===== config.mk =====
export PLATFORM = sky130hd
export DESIGN_NAME = fifo_sync_fwft
export DESIGN_NICKNAME = d
export VERILOG_FILES = /design/src/rtl/fifo_sync_fwft.sv
export SDC_FILE = /design/constraint.sdc
export NUM_CORES = 2
export LEC_CHECK = 0
export BUFFER_PORTS_ARGS = -buffer_cell sky130_fd_sc_hd__buf_2
export CAP_MARGIN = 40
export CORE_MARGIN = 2
export CORE_UTILIZATION = 55
export CTS_BUF_LIST = sky130_fd_sc_hd__clkbuf_4 sky130_fd_sc_hd__clkbuf_8
export DETAILED_ROUTE_END_ITERATION = 10
export PLACE_DENSITY = 0.72
export SYNTH_ARGS = -nofsm -noshare
export SYNTH_HDL_FRONTEND = slang
export SYNTH_SLANG_ARGS = --single-unit

===== constraint.sdc =====
create_clock -name clk -period 3.25 [get_ports clk]
set_input_delay 0.65 -clock clk [delete_from_list [all_inputs] [get_ports clk]]
set_output_delay 0.65 -clock clk [all_outputs]
set_load 0.01 [all_outputs]

===== src/rtl/fifo_sync_fwft.sv =====
// Synchronous FIFO on one block RAM, optional first-word-fall-through output stage.
// Define FIFO_SYNC_FWFT_ERR_FLAGS_EN to add the sticky wr_overflow / rd_underflow outputs.
module fifo_sync_fwft #(
    parameter int DATA_WIDTH      = 8,
    parameter int ADDR_WIDTH      = 9,
    parameter int FWFT_MODE       = 1,
    parameter int ALMOST_FULL_TH  = 460,
    parameter int ALMOST_EMPTY_TH = 51
) (
    input  logic                  clk,
    input  logic                  rst,
    input  logic                  clr,
    input  logic                  wr_dv,
    input  logic [DATA_WIDTH-1:0] wr_DATA,
    output logic                  wr_full,
    output logic                  wr_almost_full,
    input  logic                  rd_en,
    output logic [DATA_WIDTH-1:0] rd_DATA,
    output logic                  rd_valid,
    output logic                  rd_empty,
    output logic                  rd_almost_empty,
`ifdef FIFO_SYNC_FWFT_ERR_FLAGS_EN
    output logic                  wr_overflow,
    output logic                  rd_underflow,
`endif
    output logic [ADDR_WIDTH:0]   level
);

    localparam int            LW      = ADDR_WIDTH + 1;
    localparam int            DEPTH   = 1 << ADDR_WIDTH;
    localparam logic [LW-1:0] DEPTH_L = LW'(DEPTH);
    localparam logic [LW-1:0] AF_TH   = LW'(ALMOST_FULL_TH);
    localparam logic [LW-1:0] AE_TH   = LW'(ALMOST_EMPTY_TH);
    localparam bit            FWFT    = (FWFT_MODE != 0);

    logic [DATA_WIDTH-1:0] mem [DEPTH];

    logic [ADDR_WIDTH-1:0] wr_ptr_q, wr_ptr_d;
    logic [ADDR_WIDTH-1:0] rd_ptr_q, rd_ptr_d;
    logic [LW-1:0]         level_q, level_d;
    logic                  valid_q, valid_d;
    logic [DATA_WIDTH-1:0] rd_data_q;
    logic [LW-1:0]         ram_cnt;
    logic                  wr_acc, pop_acc, ram_rd;

    assign wr_full         = (level_q == DEPTH_L);
    assign wr_almost_full  = (level_q >= AF_TH);
    assign rd_almost_empty = (level_q <= AE_TH);
    assign rd_empty        = FWFT ? !valid_q : (level_q == '0);
    assign rd_valid        = valid_q;
    assign rd_DATA         = rd_data_q;
    assign level           = level_q;

    // In FWFT mode the RAM output register is the output stage; it is refilled
    // on the same edge as a pop so back-to-back reads see no bubble.
    always_comb begin
        wr_acc  = wr_dv && !wr_full;
        pop_acc = rd_en && !rd_empty;
        ram_cnt = level_q;
        ram_rd  = pop_acc;
        valid_d = pop_acc;
        if (FWFT) begin
            ram_cnt = level_q - LW'(valid_q);
            ram_rd  = (ram_cnt != '0) && (!valid_q || pop_acc);
            valid_d = ram_rd || (valid_q && !pop_acc);
        end
        wr_ptr_d = wr_ptr_q + ADDR_WIDTH'(wr_acc);
        rd_ptr_d = rd_ptr_q + ADDR_WIDTH'(ram_rd);
        level_d  = level_q + LW'(wr_acc) - LW'(pop_acc);
    end

    always_ff @(posedge clk) begin
        if (wr_acc && !clr) begin
            mem[wr_ptr_q] <= wr_DATA;
        end
    end

    always_ff @(posedge clk or negedge rst) begin
        if (!rst) begin
            wr_ptr_q  <= '0;
            rd_ptr_q  <= '0;
            level_q   <= '0;
            valid_q   <= 1'b0;
            rd_data_q <= '0;
        end else if (clr) begin
            wr_ptr_q  <= '0;
            rd_ptr_q  <= '0;
            level_q   <= '0;
            valid_q   <= 1'b0;
            rd_data_q <= '0;
        end else begin
            wr_ptr_q <= wr_ptr_d;
            rd_ptr_q <= rd_ptr_d;
            level_q  <= level_d;
            valid_q  <= valid_d;
            if (ram_rd) begin
                rd_data_q <= mem[rd_ptr_q];
            end
        end
    end

`ifdef FIFO_SYNC_FWFT_ERR_FLAGS_EN
    logic ovf_q, udf_q;

    always_ff @(posedge clk or negedge rst) begin
        if (!rst) begin
            ovf_q <= 1'b0;
            udf_q <= 1'b0;
        end else if (clr) begin
            ovf_q <= 1'b0;
            udf_q <= 1'b0;
        end else begin
            if (wr_dv && wr_full) ovf_q <= 1'b1;
            if (rd_en && rd_empty) udf_q <= 1'b1;
        end
    end

    assign wr_overflow  = ovf_q;
    assign rd_underflow = udf_q;
`endif

endmodule

* Yosys cells after proc, flatten, opt, wreduce, memory -nomap -nowiden
Memory sizes are Yosys's and may differ from the RTL's. Cells that the tools add are included.
Operators by class: $add $sub $neg 5, $lt $le $gt $ge 2, equality and inequality tests 1, muxes and demuxes 8, reductions and logical operators 13
Operators by type and width (number):
- subtractor 10 x 1 -> 10 bit | 2
- adder 9 x 1 -> 9 bit | 2
- 2-to-1 mux 9 bit | 2
- 2-to-1 mux 8 bit | 2
- adder 10 x 1 -> 10 bit | 1
- equality test 10 bit, second input constant | 1
- greater-or-equal comparator 10 x 9 -> 1 bit, second input constant | 1
- less-or-equal comparator 10 x 6 -> 1 bit, second input constant | 1
- 2-to-1 mux 10 bit | 1
- nonzero test 10 bit | 1
- logical AND 1 bit | 5
- logical NOT 1 bit | 4
- 2-to-1 mux 1 bit | 3
- logical OR 1 bit | 2
- nonzero test 2 bit | 1
Storage, ports and cells: register bits 37, bits in writable memories 4096, input port bits 13, output and inout bits 23, logic and storage cells 35, memories kept 1
Memories:
- mem | words 512, width 8, rd ports 1, clocked after Yosys merged registers in 0, write ports 1, line 36 | logic [DATA_WIDTH-1:0] mem [DEPTH];

* Longest topological paths before layout
word-level depth 6, mapped depth 19, mapped depth without buffers 19

* Least setup slack after synthesis
OpenSTA, ideal clock, no wires.
path type reg2reg, start register level_q[3] (netlist: level[3]), end register level_q[9] (netlist: level[9]), library setup time 0.132 ns, arrival 3.192 ns, data required time 3.118 ns, setup slack -0.074 ns, cell stages (with the launch flop) 19, buffers on the path 0, clock period less this slack 3.324 ns, cells stage by stage dfrtp_1 > inv_1 > ha_1 > nor2b_1 > nand2_1 > nor3_1 > nand2b_1 > ha_1 > inv_1 > ha_1 > a21oi_1 > o21ai_0 > a21oi_1 > o21a_1 > o21bai_1 > a21oi_1 > o31ai_1 > xor2_1 > nor2_1
Between the ends: longest elaborated chain between the ends 6
Ends and longest elaborated chain:
- from (decl) | line 40 | logic [LW-1:0] level_q, level_d;
- from (signal assigned) | line 94 | level_q <= level_d;
- equality test 10 bit | line 46 | assign wr_full = (level_q == DEPTH_L);
- via wr_full | line 15 | output logic wr_full,
- logical NOT 1 bit | line 57 | wr_acc = wr_dv && !wr_full;
- logical AND 1 bit | line 57
- adder 10 x 1 -> 10 bit | line 69 | level_d = level_q + LW'(wr_acc) - LW'(pop_acc);
- subtractor 10 x 1 -> 10 bit | line 69
- 2-to-1 mux 10 bit | line 85 | end else if (clr) begin
The timed path passes the listed nets, and every way through them passes these cells. A chain may end at the register's enable or synchronous reset.

* Final worst setup path
start register rd_ptr_q[0], end register rd_data_q[3] (netlist: rd_DATA[3])
Between the ends: longest elaborated chain between the ends 3
Ends and longest elaborated chain:
- from (decl) | line 39 | logic [ADDR_WIDTH-1:0] rd_ptr_q, rd_ptr_d;
- from (signal assigned) | line 93 | rd_ptr_q <= rd_ptr_d;
- memory (512 x 8 bit)
- 2-to-1 mux 8 bit | line 96 | if (ram_rd) begin
- 2-to-1 mux 8 bit | line 85
- to (signal assigned) | line 97 | rd_data_q <= mem[rd_ptr_q];
- to (decl) | line 42 | logic [DATA_WIDTH-1:0] rd_data_q;
No other way between the ends. The select of a mux whose other input is x is not followed.

==> metrics.md <==
| Metric | Value |
|---|---|
| Crit-path cells | buf_12, buf_12, buf_16, mux4_2, mux4_2, mux4_2, nor2_4, a311oi_1, nor3_1, nor4_2 |
| Failing checks | negative setup slack |
| Final wirelength | 463000 um |
| Clock Path Buffers | 4 |
| Fillcell total | 18800 |
| Routability Congestion | 0.962 |
| CP Data Arrival Time | 4.60 ns |
| Sum Neg Setup Slack | -1.68 ns |
| Final nets | between 9000 and 10000 |
| Worst Tran Pin Value | roughly 0.99 ns |
| Fmax achieved | 284 MHz |
| DPL Wire Length | 296000 um |
| WHS | 0.166 ns |
| Final setup viols | 8 |
| Final setup margin | -0.273 ns |
| FF+latch area | 124000 um^2 |
| Hold wc startpoint | wr_dv |
| Total power | 117 mW |
| Core area | 296000 um^2 |
| Slowest CP cell | mux4_2 |
| Slew Viols, Final | 0 |
| Port-buffer cells | 35 |
| Critical Path Max Stage Delay | 0.61 ns |
| Syn. warnings | 0 |
| Worst path required time | 4.33 ns |
| Initial core utilization | 0.552 |
| Async SR Flop Fraction | 0.00895 |
| Drt wl/cell | 32.9 um |
| VDD IR max | approximately 0.48 mV |
| RSZ-0062 raised after global routing | true |
| Vias per Instance | 6.45 |
| Reg-to-Reg End | rd_DATA[3] |
| Root Buffer | clkbuf_8 |
| Switch Pwr | 29.7 mW |
| Post-synthesis sequential area ratio | 0.759 |
| Worst hold path endpoint | level[0] |
| Layout Skew | just over 0.06 ns |
| Clk pin slew, worst setup/hold paths | 0.06 ns |
| Critical path capture point type | register |
| Syn_nets | about 7900 |
| 1st-pass router iterations | 6 |
| Crit Path Class | register to register |
| Placed instance area | 179000 um^2 |
| Syn Area/Cell | 20.8 um^2 |
| First-pass GRT wire length | 656000 um |
| Total grt overflow | 0 |
| Share of cells above drive strength 1 | 0.360 |
| CTS sink cnt | 4133 |
| CTS Buf Count | 634 |
| Mapped Area | 163000 um^2 |
| Area of the die | around 300000 um^2 |
| Rel. slew slack | 0.338 |
| Leakage | 64.0 nW |
| Sw frac | 0.253 |
| Status | complete, but fails checks |
| Vias in the first global route | between 90000 and 100k |
| Die Wd | approximately 550 um |
| Number of enable flip-flop cells after synthesis | 4096 |
| Combinational power share | 0.142 |
| Internal power | slightly below 90 mW |
| Clk network pwr share | 0.356 |
| Worst Hold Path Cells | 6 |
| Later-pin clock latency in the skew report | ~1.2 ns |
| Area Overhead vs Synth | 18.0% |
| DR vias | 90800 |
| Yosys top cell area share | 0.753 |
| Final Hold Viols | 0 |
| H-tree levels | 6 |
| Pwr dens | 609 nW/um^2 |
| Pre-CTS WS | -0.499 ns |
| Die Ht | between 500 and 600 um |
| Final std cell area, no fill | a little under 200000 um^2 |
| DR iter-0 viols | 13400 |
| Final period utilization | 1.08 |
| Core Rows | 200 |
| Hold Path Class | input pin to register |
| Max-cap violations | 0 |
| Mapped Cells | 7856 |
| Predominant post-synthesis flop cell | edfxtp_1 |
| Reg2reg path depth | 10 |
| Routed Antenna Nets | 0 |
| Reg power frac | 0.501 |
| CTS tree | built |
| Cell Count, Final, Fillers Out | 14100 |
| Flops & latches, synth | 4133 |
| Antenna violations before repair | 11 |
| Multi-input gate area | 36300 um^2 |
| Placed cells | about 13000 |
| Most used cell, CP | mux4_2 |
| Critical path launch point type | register |
| # DRC | 0 |
| Synth top area cells | edfxtp_1, mux4_2, mux2i_1 |
| I/O pins | 36 |
| GRT Resource Usage Total | 0.307 |
| Post-synth top area cell | edfxtp_1 |
| R2r startpoint | rd_ptr_q[0] |
| Peak fanout along the critical path | 7 |
| R2r setup slk | -0.27 ns |
| Distinct cells, synth | 90 |
| Largest net degree at the start of global routing | roughly 130 |
| Final Critical Period | 3.52 ns |
| Post-layout util | 0.651 |
cells in the mapped netlist (18+ instances only):
cell / number
dfrtp_1: 37
o221ai_1: 140
mux4_1: 58
a211oi_1: 33
nand2_1: 170
a21oi_1: 166
nor3_1: 59
clkbuf_4: 18
nor2b_1: 24
clkbuf_1: 164
mux2i_1: 516
inv_1: 30
edfxtp_1: 4096
a221oi_1: 40
o21ai_0: 70
buf_8: 39
buf_12: 39
buf_2: 102
buf_4: 36
mux4_2: 810
nand3_1: 40
a22oi_1: 22
nor2_1: 598
ha_1: 34
buf_6: 64
a31oi_1: 30
a221o_1: 19
o22ai_1: 92
mux2_2: 38
o31ai_1: 23
power by group through the flow:
| stage | Combinational (mW) | Sequential, mW | Clock (mW) |
|---|---|---|---|
| 6_report | 16.7 | 58.8 | 41.8 |
| 5_1_grt | 17.3 | 58.8 | 44.4 |
| 3_5_place_dp | 15.4 | 59.9 | 0 |
| 2_1_floorplan | 9.07 | 59.9 | 0 |
| 3_3_place_gp | 15.2 | 59.9 | 0 |
| 4_1_cts | 16.2 | 58.8 | 42.2 |
state kept, by name, indices dropped and copies added (netlist names):
register  flops
rd_DATA       8
level        10
wr_ptr_q      9
mem        4096
rd_valid      1
rd_ptr_q      9
area by class of cell:
| type | instances | area share |
|---|---|---|
| diodes | 9 | 0.000117 |
| multi-input cells | 3194 | 0.188 |
| flip-flops and latches | 4133 | 0.643 |
| repair buffers | 1671 | 0.0795 |
| well taps | 3939 | 0.0256 |
| clock buffers | 848 | 0.0538 |
| inverters | 34 | 0.000759 |
| clock inverters | 263 | 0.00919 |
metal layers:
metal	routed length (um)	global-route usage
met1	164000	0.414
met4	25100	0.149
met2	214000	0.469
met3	60400	0.0813
met5	42	0
cells by family (layout without fill, tap and decap cells):
kind of cell    count (synthesis)  count (layout)  share of synthesized area
compound gates                752             752                     0.0327
xor+xnor                       21              21                    0.00113
fa+ha+maj                      35              35                    0.00273
buf+inv                       529            2816                     0.0248
flops                        4133            4133                      0.759
mux                          1422            1422                      0.155
other cells                     0               9                          0
simple gates                  964             964                     0.0246
cell usage in the layout, fill, tap and decap left out, drive strengths merged, types with 7 or more instances in the layout:
cell type / n
nor2b: 24
nand2b: 10
a21oi: 166
xnor2: 14
clkinv: 218
nand3: 40
xor2: 7
nand2: 172
a22oi: 22
nor3: 60
mux2: 38
dlygate4sd3: 13
buf: 1652
a211oi: 35
nor4: 9
and2: 11
inv: 70
o2111ai: 8
o31ai: 24
a221oi: 48
o221ai: 144
a31oi: 30
o22ai: 92
edfxtp: 4096
mux4: 868
dfrtp: 37
clkbuf: 850
diode: 9
mux2i: 516
a221o: 19
ha: 34
o211ai: 10
and3: 7
nor2: 598
o21ai: 86
worst max-delay path by stage:
stage / start / to / slack, ns / depth (start not counted)
6_report: rd_ptr_q[0] / rd_DATA[3] / -0.27 / 10
3_5_place_dp: rd_ptr_q[0] / rd_DATA[3] / -0.50 / 10
3_3_place_gp: rd_ptr_q[0] / rd_DATA[3] / -0.48 / 10
5_1_grt: rd_ptr_q[0] / rd_DATA[4] / -0.26 / 14
2_1_floorplan: level[3] / level[9] / 0.02 / 18
4_1_cts: rd_ptr_q[0] / rd_DATA[6] / -0.20 / 13
repair_timing:
action | CTS | global route
hold buffers | 13 | 0
buffers inserted | 36 | 20
endpoints found under the hold margin | 359 | 0
endpoints found under the setup margin | 11 | 38
pin swaps | 28 | 29
gates resized for setup | 138 | 76
gates cloned | 7 | 2
critical path, delay by kind of cell, from the launching register on:
kind / cells / cell delay [ns]
DFF: 1 / 0.44
AOI/OAI and AO/OA: 1 / 0.07
muxes: 3 / 1.74
and+or+nand+nor: 3 / 0.59
buffers and inverters: 3 / 0.51
No activity file was read; power rests on OpenSTA's default activity.
